### src/rtl/oclib_uart_rx.sv
// oclib_uart_rx: 8N1 UART receiver with a mid-bit sampling FSM and a small output FIFO.
//
// Parameters:
//   ClockHz    clock frequency in Hz
//   Baud       line rate; BitCycles = round(ClockHz / Baud), must be >= 8
//   FifoDepth  output FIFO entries (power of 2, 2..64)
//   SyncCycles rx synchronizer depth (>= 2)
//
// Ports:
//   clock        sole clock
//   resetn       asynchronous active-low reset
//   rx           asynchronous serial input, idles high
//   outData      head-of-FIFO byte
//   outValid     FIFO not empty
//   outReady     consumer accepts outData when outValid && outReady
//   busy         receiver FSM not idle
//   frameError   one-cycle pulse on a bad stop bit
//   overflow     sticky, set when a byte is dropped on a full FIFO
//   clearErrors  synchronous clear of overflow
//
// Optional feature macro: OCLIB_UART_RX_MAJORITY_EN
//   When defined, each start/data/stop sample is the 2-of-3 majority of rxS taken
//   at counter values 1, 0 and BitCycles-1; the FSM acts on it one cycle later.

module oclib_uart_rx #(
    parameter int unsigned ClockHz    = 100000000,
    parameter int unsigned Baud       = 115200,
    parameter int unsigned FifoDepth  = 4,
    parameter int unsigned SyncCycles = 2
) (
    input  logic       clock,
    input  logic       resetn,
    input  logic       rx,
    output logic [7:0] outData,
    output logic       outValid,
    input  logic       outReady,
    output logic       busy,
    output logic       frameError,
    output logic       overflow,
    input  logic       clearErrors
);

    localparam int unsigned BitCycles  = (ClockHz + Baud / 2) / Baud;
    localparam int unsigned HalfCycles = BitCycles / 2;
    localparam int unsigned CntW       = $clog2(BitCycles);
    localparam int unsigned PtrW       = $clog2(FifoDepth);
    localparam logic [CntW-1:0] BitLoad  = CntW'(BitCycles - 1);
    localparam logic [CntW-1:0] HalfLoad = CntW'(HalfCycles - 1);

    if (BitCycles < 8) begin : g_bad_baud
        $error("oclib_uart_rx: BitCycles must be at least 8");
    end
    if (FifoDepth < 2 || FifoDepth > 64 || (FifoDepth & (FifoDepth - 1)) != 0) begin : g_bad_depth
        $error("oclib_uart_rx: FifoDepth must be a power of 2 in 2..64");
    end
    if (SyncCycles < 2) begin : g_bad_sync
        $error("oclib_uart_rx: SyncCycles must be at least 2");
    end

    // ---------------- rx synchronizer ----------------
    logic [SyncCycles-1:0] r_sync;
    logic                  w_rxS;

    always_ff @(posedge clock or negedge resetn) begin
        if (!resetn) r_sync <= '1;
        else         r_sync <= {r_sync[SyncCycles-2:0], rx};
    end
    assign w_rxS = r_sync[SyncCycles-1];

    // ---------------- receive FSM ----------------
    typedef enum logic [2:0] {ST_IDLE, ST_START, ST_DATA, ST_STOP, ST_BRK} state_t;

    state_t          r_state;
    logic [CntW-1:0] r_cnt;
    logic [2:0]      r_bitIdx;
    logic [7:0]      r_shift;
    logic            r_frameErr;
    logic            w_sampling;
    logic            w_cntZero;
    logic            w_decide;
    logic            w_bit;
    logic            w_push;

    assign w_sampling = r_state inside {ST_START, ST_DATA, ST_STOP};
    assign w_cntZero  = (r_cnt == '0);

`ifdef OCLIB_UART_RX_MAJORITY_EN
    logic r_s1;
    logic r_s0;
    logic r_pend;

    // The counter keeps running through the third-sample cycle, so bit timing
    // is identical to the single-sample build; only the decision is deferred.
    always_ff @(posedge clock or negedge resetn) begin
        if (!resetn) begin
            r_s1   <= 1'b1;
            r_s0   <= 1'b1;
            r_pend <= 1'b0;
        end else begin
            if (w_sampling && r_cnt == CntW'(1)) r_s1 <= w_rxS;
            if (w_sampling && w_cntZero)         r_s0 <= w_rxS;
            r_pend <= w_sampling && w_cntZero;
        end
    end
    assign w_decide = r_pend;
    assign w_bit    = (r_s1 & r_s0) | (r_s1 & w_rxS) | (r_s0 & w_rxS);
`else
    assign w_decide = w_sampling && w_cntZero;
    assign w_bit    = w_rxS;
`endif

    always_ff @(posedge clock or negedge resetn) begin
        if (!resetn) begin
            r_state    <= ST_IDLE;
            r_cnt      <= '0;
            r_bitIdx   <= '0;
            r_shift    <= '0;
            r_frameErr <= 1'b0;
        end else begin
            r_frameErr <= 1'b0;
            if (w_sampling) r_cnt <= w_cntZero ? BitLoad : r_cnt - 1'b1;
            case (r_state)
                ST_IDLE: begin
                    if (!w_rxS) begin
                        r_state <= ST_START;
                        r_cnt   <= HalfLoad;
                    end
                end
                ST_START: begin
                    if (w_decide) begin
                        if (w_bit) begin
                            r_state <= ST_IDLE;
                        end else begin
                            r_state  <= ST_DATA;
                            r_bitIdx <= '0;
                        end
                    end
                end
                ST_DATA: begin
                    if (w_decide) begin
                        r_shift[r_bitIdx] <= w_bit;
                        r_bitIdx          <= r_bitIdx + 1'b1;
                        if (r_bitIdx == 3'd7) r_state <= ST_STOP;
                    end
                end
                ST_STOP: begin
                    if (w_decide) begin
                        if (w_bit) begin
                            r_state <= ST_IDLE;
                        end else begin
                            r_frameErr <= 1'b1;
                            r_state    <= ST_BRK;
                        end
                    end
                end
                ST_BRK: begin
                    // Held-low line: wait for idle so a break yields no 0x00 bytes.
                    if (w_rxS) r_state <= ST_IDLE;
                end
                default: r_state <= ST_IDLE;
            endcase
        end
    end

    assign w_push = (r_state == ST_STOP) && w_decide && w_bit;

    // ---------------- output FIFO ----------------
    logic [7:0]      r_mem [FifoDepth];
    logic [PtrW-1:0] r_rdPtr;
    logic [PtrW-1:0] r_wrPtr;
    logic [PtrW:0]   r_count;
    logic [7:0]      r_head;
    logic            r_overflow;
    logic            w_full;
    logic            w_pop;
    logic            w_accept;
    logic [PtrW-1:0] w_rdNext;

    assign w_full   = (r_count == (PtrW + 1)'(FifoDepth));
    assign w_pop    = (r_count != '0) && outReady;
    assign w_accept = w_push && (!w_full || w_pop);
    assign w_rdNext = r_rdPtr + 1'b1;

    always_ff @(posedge clock) begin
        if (w_accept) r_mem[r_wrPtr] <= r_shift;
    end

    always_ff @(posedge clock or negedge resetn) begin
        if (!resetn) begin
            r_rdPtr    <= '0;
            r_wrPtr    <= '0;
            r_count    <= '0;
            r_head     <= '0;
            r_overflow <= 1'b0;
        end else begin
            if (w_accept) r_wrPtr <= r_wrPtr + 1'b1;
            if (w_pop)    r_rdPtr <= w_rdNext;

            case ({w_accept, w_pop})
                2'b10:   r_count <= r_count + 1'b1;
                2'b01:   r_count <= r_count - 1'b1;
                default: r_count <= r_count;
            endcase

            // Head register tracks the entry that will be at the read pointer next
            // cycle; a byte pushed into an empty (or emptying) FIFO bypasses memory.
            if (w_pop) begin
                if (r_count > (PtrW + 1)'(1)) r_head <= r_mem[w_rdNext];
                else if (w_accept)            r_head <= r_shift;
            end else if (r_count == '0 && w_accept) begin
                r_head <= r_shift;
            end

            // A drop in the same cycle as clearErrors leaves overflow set.
            if (w_push && !w_accept) r_overflow <= 1'b1;
            else if (clearErrors)    r_overflow <= 1'b0;
        end
    end

    assign outData    = r_head;
    assign outValid   = (r_count != '0);
    assign busy       = (r_state != ST_IDLE);
    assign frameError = r_frameErr;
    assign overflow   = r_overflow;

endmodule

### config.mk
export PLATFORM = sky130hd
export DESIGN_NAME = oclib_uart_rx
export DESIGN_NICKNAME = d
export VERILOG_FILES = /design/src/rtl/oclib_uart_rx.sv
export SDC_FILE = /design/constraint.sdc
export NUM_CORES = 1
export LEC_CHECK = 0
export ABC_AREA = 1
export CORE_UTILIZATION = 30
export CTS_CLUSTER_SIZE = 14
export DETAILED_ROUTE_END_ITERATION = 7
export GPL_ROUTABILITY_DRIVEN = 0
export PLACE_DENSITY = 0.48
export SKIP_CTS_REPAIR_TIMING = 1
export SYNTH_ARGS = -nofsm -noshare
export SYNTH_HDL_FRONTEND = slang
export SYNTH_SLANG_ARGS = --single-unit
### constraint.sdc
create_clock -name clock -period 6.7 [get_ports clock]
set_clock_uncertainty 0.15 [all_clocks]
set_input_delay 1.34 -clock clock [delete_from_list [all_inputs] [get_ports clock]]
set_output_delay 1.34 -clock clock [all_outputs]
set_load 0.005 [all_outputs]
# Yosys cells after proc, flatten, opt, wreduce, memory -nomap -nowiden
# Memory sizes are Yosys's and may differ from the RTL's.
# Cells that the tools add are included.
# totals
memories	1
word_cells	94
mem_bits_rw	32
ff_bits	43
out_inout_bits	12
in_bits	5
# mem_list
memory	depth	width	read_ports	rd_ports_with_merged_regs	wr	line	source
r_mem	4	8	1	0	1	168	logic [7:0] r_mem [FifoDepth];
# op_classes
mux	32
n_eq_ne	16
n_reduce_logical	25
add_sub_neg	6
n_lt_le_gt_ge	3
# op_table
cell	count
$mux W10	4
$mux W8	4
$mux W3	10
$pmux W3 S5	1
$ne A2 B2 Y1 const B	6
$pmux W3 S2	2
$logic_not A10 Y1	1
$sub A10 B1 Y10 const B	1
$eq A3 B3 Y1 const B	3
$reduce_bool A3 Y1	3
$bwmux W8	1
$logic_and A1 B1 Y1	8
$mux W1	8
$reduce_bool A2 Y1	4
$add A3 B1 Y3 const B	2
$eq A3 B2 Y1 const B	2
$logic_not A3 Y1	2
$reduce_and A6 Y1	1
$add A2 B1 Y2 const B	2
$lt A3 B4 Y1 const B	1
$reduce_and A2 Y1	2
$reduce_and A4 Y1	1
$demux W1 S3	1
$eq A3 B1 Y1 const B	1
10 further kinds	11

# Longest topological paths before layout
# Gate-level depths: netlist (run 1).
# logic_depth
depth_word	9
mapped_depth	15
mapped_depth_nobuf	15

# Least setup slack after synthesis (run 1)
# Ideal clock, no wire load.
# synth_timing
path_type	input to register
from	input port outReady
to	register r_count[2]
t_arrival_ns	2.402
required_ns	6.432
setup_ns	0.118
cell_stages	8
setup_slack_ns	4.030
n_path_buf	0
path_cell_list	nor3_1 inv_1 nand3_4 ha_1 inv_1 o21ai_0 xor2_1 inv_1
# synth_between
elab_chain_cells	5
word_cells_on_any_way	7
cone_classes	2 x eq/ne; 1 x mux; 4 x reduce/logical
# synth_lines
element	line	source
start: declaration	36	input logic outReady,
$logic_and A1 B1 Y1 (*)	180	assign w_pop = (r_count != '0) && outReady;
$logic_or A1 B1 Y1	181	assign w_accept = w_push && (!w_full || w_pop);
$logic_and A1 B1 Y1	181	
$eq A2 B1 Y1 / $eq A2 B2 Y1 (equally long branches)	199	case ({w_accept, w_pop})
$pmux W3 S2 / $reduce_bool A2 Y1 (equally long branches)	-	
end signal: assignment	200	2'b10: r_count <= r_count + 1'b1;
end signal: assignment	201	2'b01: r_count <= r_count - 1'b1;
end signal: assignment	202	default: r_count <= r_count;
end: declaration	171	logic [PtrW:0] r_count;
# Mark *: on every way between the ends. The rest lies on a longest branch, timed or not.
# A chain may end at the register's enable or synchronous reset.

# Final worst setup path (run 1)
# layout_timing
from	register r_count[0]
to	output port outValid
# layout_between
elab_chain_cells	1
# layout_lines
element	line	source
$reduce_bool A3 Y1	221	assign outValid = (r_count != '0);
end: declaration	35	output logic outValid,
# No other way between the ends.

==> results of run 1 <==
==> area by class of cell <==
class | count | area share
clock buffer | 10 | 0.0538
clock inverter | 6 | 0.0153
multi-input combinational | 278 | 0.329
tap | 143 | 0.0420
sequential | 75 | 0.479
inverter | 51 | 0.0449
timing repair buffer | 16 | 0.0364
==> layout by cell type, fill, tap and decap left out, types with 3 or more instances in the layout <==
master	netlist	final
ha_1	12	12
nand3_2	3	3
edfxtp_1	32	32
clkbuf_16	0	9
clkdlybuf4s50_1	0	15
nor2_2	5	5
dfrtp_1	41	41
nand3_1	34	34
xor2_1	4	4
inv_2	4	4
nor2_1	30	30
nand2_1	143	143
nor2_4	4	4
o21bai_1	4	4
inv_1	45	45
nand4_1	7	7
o21ai_0	10	10
nor3_1	5	5
a21oi_1	5	5
==> registers in the layout, summed over array words and instances (netlist names), 3 cells and up <==
register and flops:
r_bitIdx 3, r_shift 8, r_count 3, r_cnt 10, r_state 3, outData 8
r_mem 32
==> worst max-delay path by stage <==
stage	endpoint	depth (start not counted)	start	slack, ns
after floorplan	r_count[2]$_DFFE_PN0P_	8	outReady	4.03
after global placement	outData[3]$_DFFE_PN0P_	9	outReady	3.40
after detailed placement	outData[7]$_DFFE_PN0P_	9	outReady	3.35
after CTS	outValid	6	r_count[0]$_DFFE_PN0P_	3.44
after global routing	outValid	6	r_count[0]$_DFFE_PN0P_	3.35
final	outValid	6	r_count[0]$_DFFE_PN0P_	3.46
==> routing by layer <==
metal	GRT usage	vias up	wire, um
met4	0.0507	0	107
met1	0.168	1200	3590
li1	-	1362	-
met5	0	-	0
met3	0.0308	9	182
met2	0.212	21	3420
==> worst max-delay path: stages (launching register included) <==
cell and delay, ns:
dfrtp_1 0.43, inv_1 0.09, ha_1 0.19, inv_1 0.08, nor2_1 0.06, inv_1 0.07
clkdlybuf4s50_1 0.51
==> stage by stage <==
step                      instance area (um2)  utilization
after floorplan                          3640            -
after detailed placement                 3970        0.341
after CTS                                4260        0.367
after global routing                     4260        0.367
final                                    4260        0.367
after global placement                   3970        0.341
==> cells by family (layout without fill, tap and decap cells) <==
family,count (synthesis),count (layout),synth area share
DFF,75,75,0.560
and+or+nand+nor,237,237,0.290
AOI/OAI and AO/OA,23,23,0.0385
adders and majority gates,12,12,0.0412
xor gates and xnor gates,6,6,0.0144
buffers and inverters,54,83,0.0560
==> power breakdown <==
group / leakage [nW] / total [mW] / switching (mW) / internal (mW)
Clock: 0.143 / 0.479 / 0.190 / 0.289
Sequential: 0.936 / 0.479 / 0.00104 / 0.478
Combinational: 0.944 / 0.00780 / 0.00593 / 0.00187
==> results.md, run 1 <==
* Fin Hold WS at 0.205 ns
* HPWL Detailed at ~5400 um
* Area Growth Syn to Fin at 16.9%
* Initial Util at 0.314
* Synth Area per Inst at 8.95 um2
* Setup TNS at 0 ns
* Top cells by count, synth: nand2_1 (143), inv_1 (45), dfrtp_1 (41)
* Slew Viols, Final at 0
* Final nets at 448
* MaxCap Viol Count at 0
* Critical path class: flop to output port
* Clock tree buffer depth at 2
* CP Capture Type: output port
* Largest net degree at the start of global routing at 44
* Synth top area share at 0.282
* Final Cycle Share at 0.484
* Clk slew on worst S/H paths at ~0.06 ns
* Hold Startpoint: r_sync[0]$_DFF_PN1_
* Chip height at 112 um
* H-tree levels at 3
* Starting DRT DRC Count at 76
* Top_reg_cell synth: dfrtp_1
* Vias per Instance at ~4.5
* Register area at 2040 um2
* WHS Path Cells at 0
* Proportion of layout cells with a drive suffix above 1 at 0.0940
* Fillers at about 1200
* Drt drc at 0
* # clock sinks at 75
* Overall die width at 112 um
* Crit path DAT at 1.75 ns
* Slew HR at 0.359
* Ant. Diodes at 0
* Core Region at around 12000 um2
* Syn Inst Count at 407
* Final worst slack at 3.46 ns
* Vias post-DR at approximately 2600
* PwrDens at roughly 230 nW/um2
* Leakage at 2.02 nW
* Post-route ant nets at 0
* Total wire length at around 7300 um
* Multi-input logic area at 1400 um2
* Top Ports at 17
* Cell count of the worst reg-to-reg path at 10
* Max FO, Critical Path at 5
* Total track usage at 0.130
* Wire length per cell at ~13 um
* CTS buffer count at 9
* Crit path required time at approximately 5.2 ns
* Number of global-route vias before repair at 2691
* Max Fclk at 308 MHz
* Reg2reg end: r_mem[0][1]$_DFFE_PP_
* Outcome: complete, no violations
* Measured slew at the worst slew-check pin at 0.962 ns
* Initial antenna violation count at 0
* Worst R2R Start: r_cnt[0]$_DFF_PN0_
* Post-synth EDFFs at 32
* Power Total at roughly 0.97 mW
* Final Critical Period at 3.24 ns
* First drt pass iteration count at 4
* CTS Root Cell: clkbuf_16
* Synthesized area at 3640 um2
* Full die area at between 10000 and 15000 um2
* RSZ-0062 raised after global routing: false
* CTS tree: yes
* Register area share after synthesis at 0.560
* FF+latch count, synth at 75
* Yosys cell types at 31
* Maximum VDD drop at 0.000104 V
* Syn_nets at 424
* # placed instances at around 560
* Clock Latency Late Sink at ~0.33 ns
* Final hold viol count at 0
* Startpoint Class: flop
* Worst R2R Setup Slack at roughly 4 ns
* I/O Buffers at 16
* Count leader, synth: nand2_1
* Min-delay worst type: flop to flop
* Setup Viol. Count Final at 0
* YS warnings at 0
* Grt ovf at 0
* Worst Hold End: r_sync[1]$_DFF_PN1_
* Synth area leaders: dfrtp_1 (28%), edfxtp_1 (26%), nand2_1 (15%), nand3_1 (4.7%), inv_1 (4.6%)
* Post-synth ARST share at 0.573
* Yosys top cell by area: dfrtp_1
* Non-Filler Instances at between 500 and 600
* Row count at 39
* First-pass GRT wire length at 12800 um
* Pre-CTS setup slack at around 3.3 ns
No activity file was read; power rests on OpenSTA's default activity.
==> inputs of run 2 (changes only) <==
- clock period: 6.7 -> 3.3 ns (I/O delays scaled with it)
==> run 2 against run 1 <==
Power grew 100%. Core utilization grew 0.20 points. Sequential cell count is the same. Worst hold slack is essentially flat. Global-route usage grew 0.92 points. Count of clock-buffer cells in the layout is the same. Sequential share of layout area shrank 0.27 points. Largest power group unchanged.
==> results.md, run 2 (same netlist as run 1, synthesis figures left out) <==
* Fillers at 1197 (-1.6%)
* # clock sinks at 75 (unchanged)
* Maximum VDD drop at 0.000223 V (+120%)
* I/O Buffers at 16 (unchanged)
* Final nets at 452 (+0.89%)
* CTS tree: yes
* Cell family with most CP delay: buffers and inverters
* Setup TNS at 0 ns (unchanged)
* Overall die width at 112 um (unchanged)
* PwrDens at 451 nW/um2 (+99%)
* Vias per Instance at 4.45 (-0.57%)
* Startpoint Class: flop
* Core Region at 11600 um2 (unchanged)
* Largest regs: r_mem (32), r_cnt (10)
* Final worst slack at 0.686 ns (-2.77 ns)
* Total track usage at 0.140 (+0.00917)
* Clock tree buffer depth at 2 (unchanged)
* First-pass GRT wire length at 13400 um (+4.8%)
* Crit path buffers/inverters at 4 (unchanged)
* Design area at 4280 um2 (+0.56%)
* Area Growth Syn to Fin at 17.5%
* Drt drc at 0 (unchanged)
* Switching Share at 0.217 (+0.0130)
* Register area at 2040 um2 (unchanged)
* Top Ports at 17 (unchanged)
* RSZ-0062 raised after global routing: false
* Final hold viol count at 0 (unchanged)
* Largest net degree at the start of global routing at 44 (unchanged)
* Multi-input logic area at 1400 um2 (unchanged)
* Starting DRT DRC Count at 132 (+74%)
* Slowest stage cell on the critical path: clkdlybuf4s50_1
* Min-delay worst type: flop to flop
* Post-route ant nets at 0 (unchanged)
* Clk slew on worst S/H paths at 0.06 ns (about the same)
* HPWL Detailed at 5640 um (+3.7%)
* H-tree levels at 3 (unchanged)
* Comb power frac at 0.008 (about the same)
* Most frequent cells in the layout: nand2_1 (143), inv_1 (45), dfrtp_1 (41)
* Final Critical Period at around 2.6 ns
* Measured slew at the worst slew-check pin at 1.00 ns (+0.0383 ns)
* Critical path class: flop to output port
* Max FO, Critical Path at 5 (unchanged)
* CP Cell Sequence: inv_1, ha_1, inv_1, nor2_1, inv_1, clkdlybuf4s50_1
* Initial antenna violation count at 0 (unchanged)
* Proportion of layout cells with a drive suffix above 1 at 0.105 (+0.0105)
* Cell internal pwr at 1.51 mW (+97%)
* CTS buffer count at 9 (unchanged)
* Non-Filler Instances at 583 (+0.69%)
* Wire length per cell at 13.4 um (+6.5%)
* Number of global-route vias before repair at 2630 (-2.3%)
* Chip height at 112 um (unchanged)
* Fin util at 0.369 (+0.00205)
* Most used cell along the critical path: inv_1
* Crit path required time at 2.49 ns (-2.72 ns)
* Setup Viol. Count Final at 0 (unchanged)
* Crit path DAT at 1.80 ns (+0.05 ns)
* Pre-CTS setup slack at 0.662 ns (-2.68 ns)
* Leakage at 2.04 nW (+1.1%)
* CTS Root Cell: clkbuf_16
* Sequential power share at 0.504 (+0.008)
* Max FFs per register at 32 (unchanged)
* Full die area at 12600 um2 (unchanged)
* Slew Viols, Final at 0 (unchanged)
* NetSw at 0.419 mW (+110%)
* Outcome: complete, no violations
* Final Cycle Share at 0.792
* # placed instances at 567 (+0.71%)
* MaxCap Viol Count at 0 (unchanged)
* Slew HR at 0.333 (-0.0255)
* CP peak stage delay at 0.45 ns (-0.06 ns)
* Vias post-DR at 2595 (+0.12%)
* Commonest non-fill, non-tap cell in the layout: nand2_1
* First drt pass iteration count at 4 (unchanged)
* Clk pwr share at 0.488 (-0.008)
* Total wire length at 7830 um (+7.3%)
* Max Fclk at 382 MHz
* Ant. Diodes at 0 (unchanged)
* CP Capture Type: output port
* Grt ovf at 0 (unchanged)
* Clock Latency Late Sink at 0.34 ns (about the same)
* Row count at 39 (unchanged)
* Most flops, register: r_mem
* Placed Area at 4000 um2 (+0.76%)
* Initial Util at 0.314 (unchanged)
[run 2: changes by cell type in the layout (fill, tap and decap cells not counted), sizes merged]
cell / previous run / this run
clkinvlp: 1 / 0
bufinv: 1 / 0
buf: 1 / 5
inv: 50 / 51
clkinv: 5 / 6
[run 2: layer usage]
layer,vias to the layer above,GRT usage,part of all wire
li1,1358,-,-
met1,1199,0.187,0.49
met2,31,0.218,0.47
met3,7,0.0292,0.025
met4,0,0.0613,0.016
met5,-,0,0
[run 2: final timing paths]
check	start	endpoint	slack, ns	depth (start not counted)
worst max-delay path	r_count[0]$_DFFE_PN0P_	outValid	0.69	6
worst min-delay path	r_sync[0]$_DFF_PN1_	r_sync[1]$_DFF_PN1_	0.20	0
worst max register to register	r_cnt[0]$_DFF_PN0_	outData[3]$_DFFE_PN0P_	0.74	14
worst min register to register	r_sync[0]$_DFF_PN1_	r_sync[1]$_DFF_PN1_	0.20	0
max in group asynchronous	resetn	outData[5]$_DFFE_PN0P_	2.04	1
min in group asynchronous	resetn	r_shift[6]$_DFFE_PN0P_	0.33	1
[run 2: metrics by stage]
| stage | hold WS [ns] | total power, mW |
|---|---|---|
| CTS | 0.207 | 1.97 |
| floorplan | 0.195 | 0.991 |
| global placement | 0.196 | 1.01 |
| global route | 0.207 | 2.02 |
| detailed placement | 0.197 | 1.01 |
| finish | 0.205 | 1.93 |
[run 2: area by class of cell]
type / instances / area share
Clock inverter: 6 / 0.0114
Timing Repair Buffer: 20 / 0.0432
Inverter: 51 / 0.0447
Sequential cell: 75 / 0.476
Clock buffer: 10 / 0.0558
Multi-Input combinational cell: 278 / 0.327
Tap cell: 143 / 0.0418
[run 2: power groups by stage]
stage          Clock [mW]  Combinational [mW]  Sequential, mW
4_1_cts             0.980              0.0182           0.971
6_report            0.941              0.0163           0.972
5_1_grt              1.02              0.0198           0.971
3_3_place_gp            0              0.0179           0.990
3_5_place_dp            0              0.0182           0.990
2_1_floorplan           0             0.00295           0.988
[run 2: worst register-to-register path, cell delays in order, from the launching register on]
cell	delay (ns)
dfrtp_1	0.40
inv_1	0.08
ha_1	0.14
inv_1	0.04
nor2_1	0.15
nand2_1	0.14
nor2_4	0.20
inv_2	0.07
nor2_4	0.12
nand3_4	0.12
ha_1	0.28
nand2_1	0.30
nand2_4	0.13
nand2_1	0.07
nand2_1	0.05
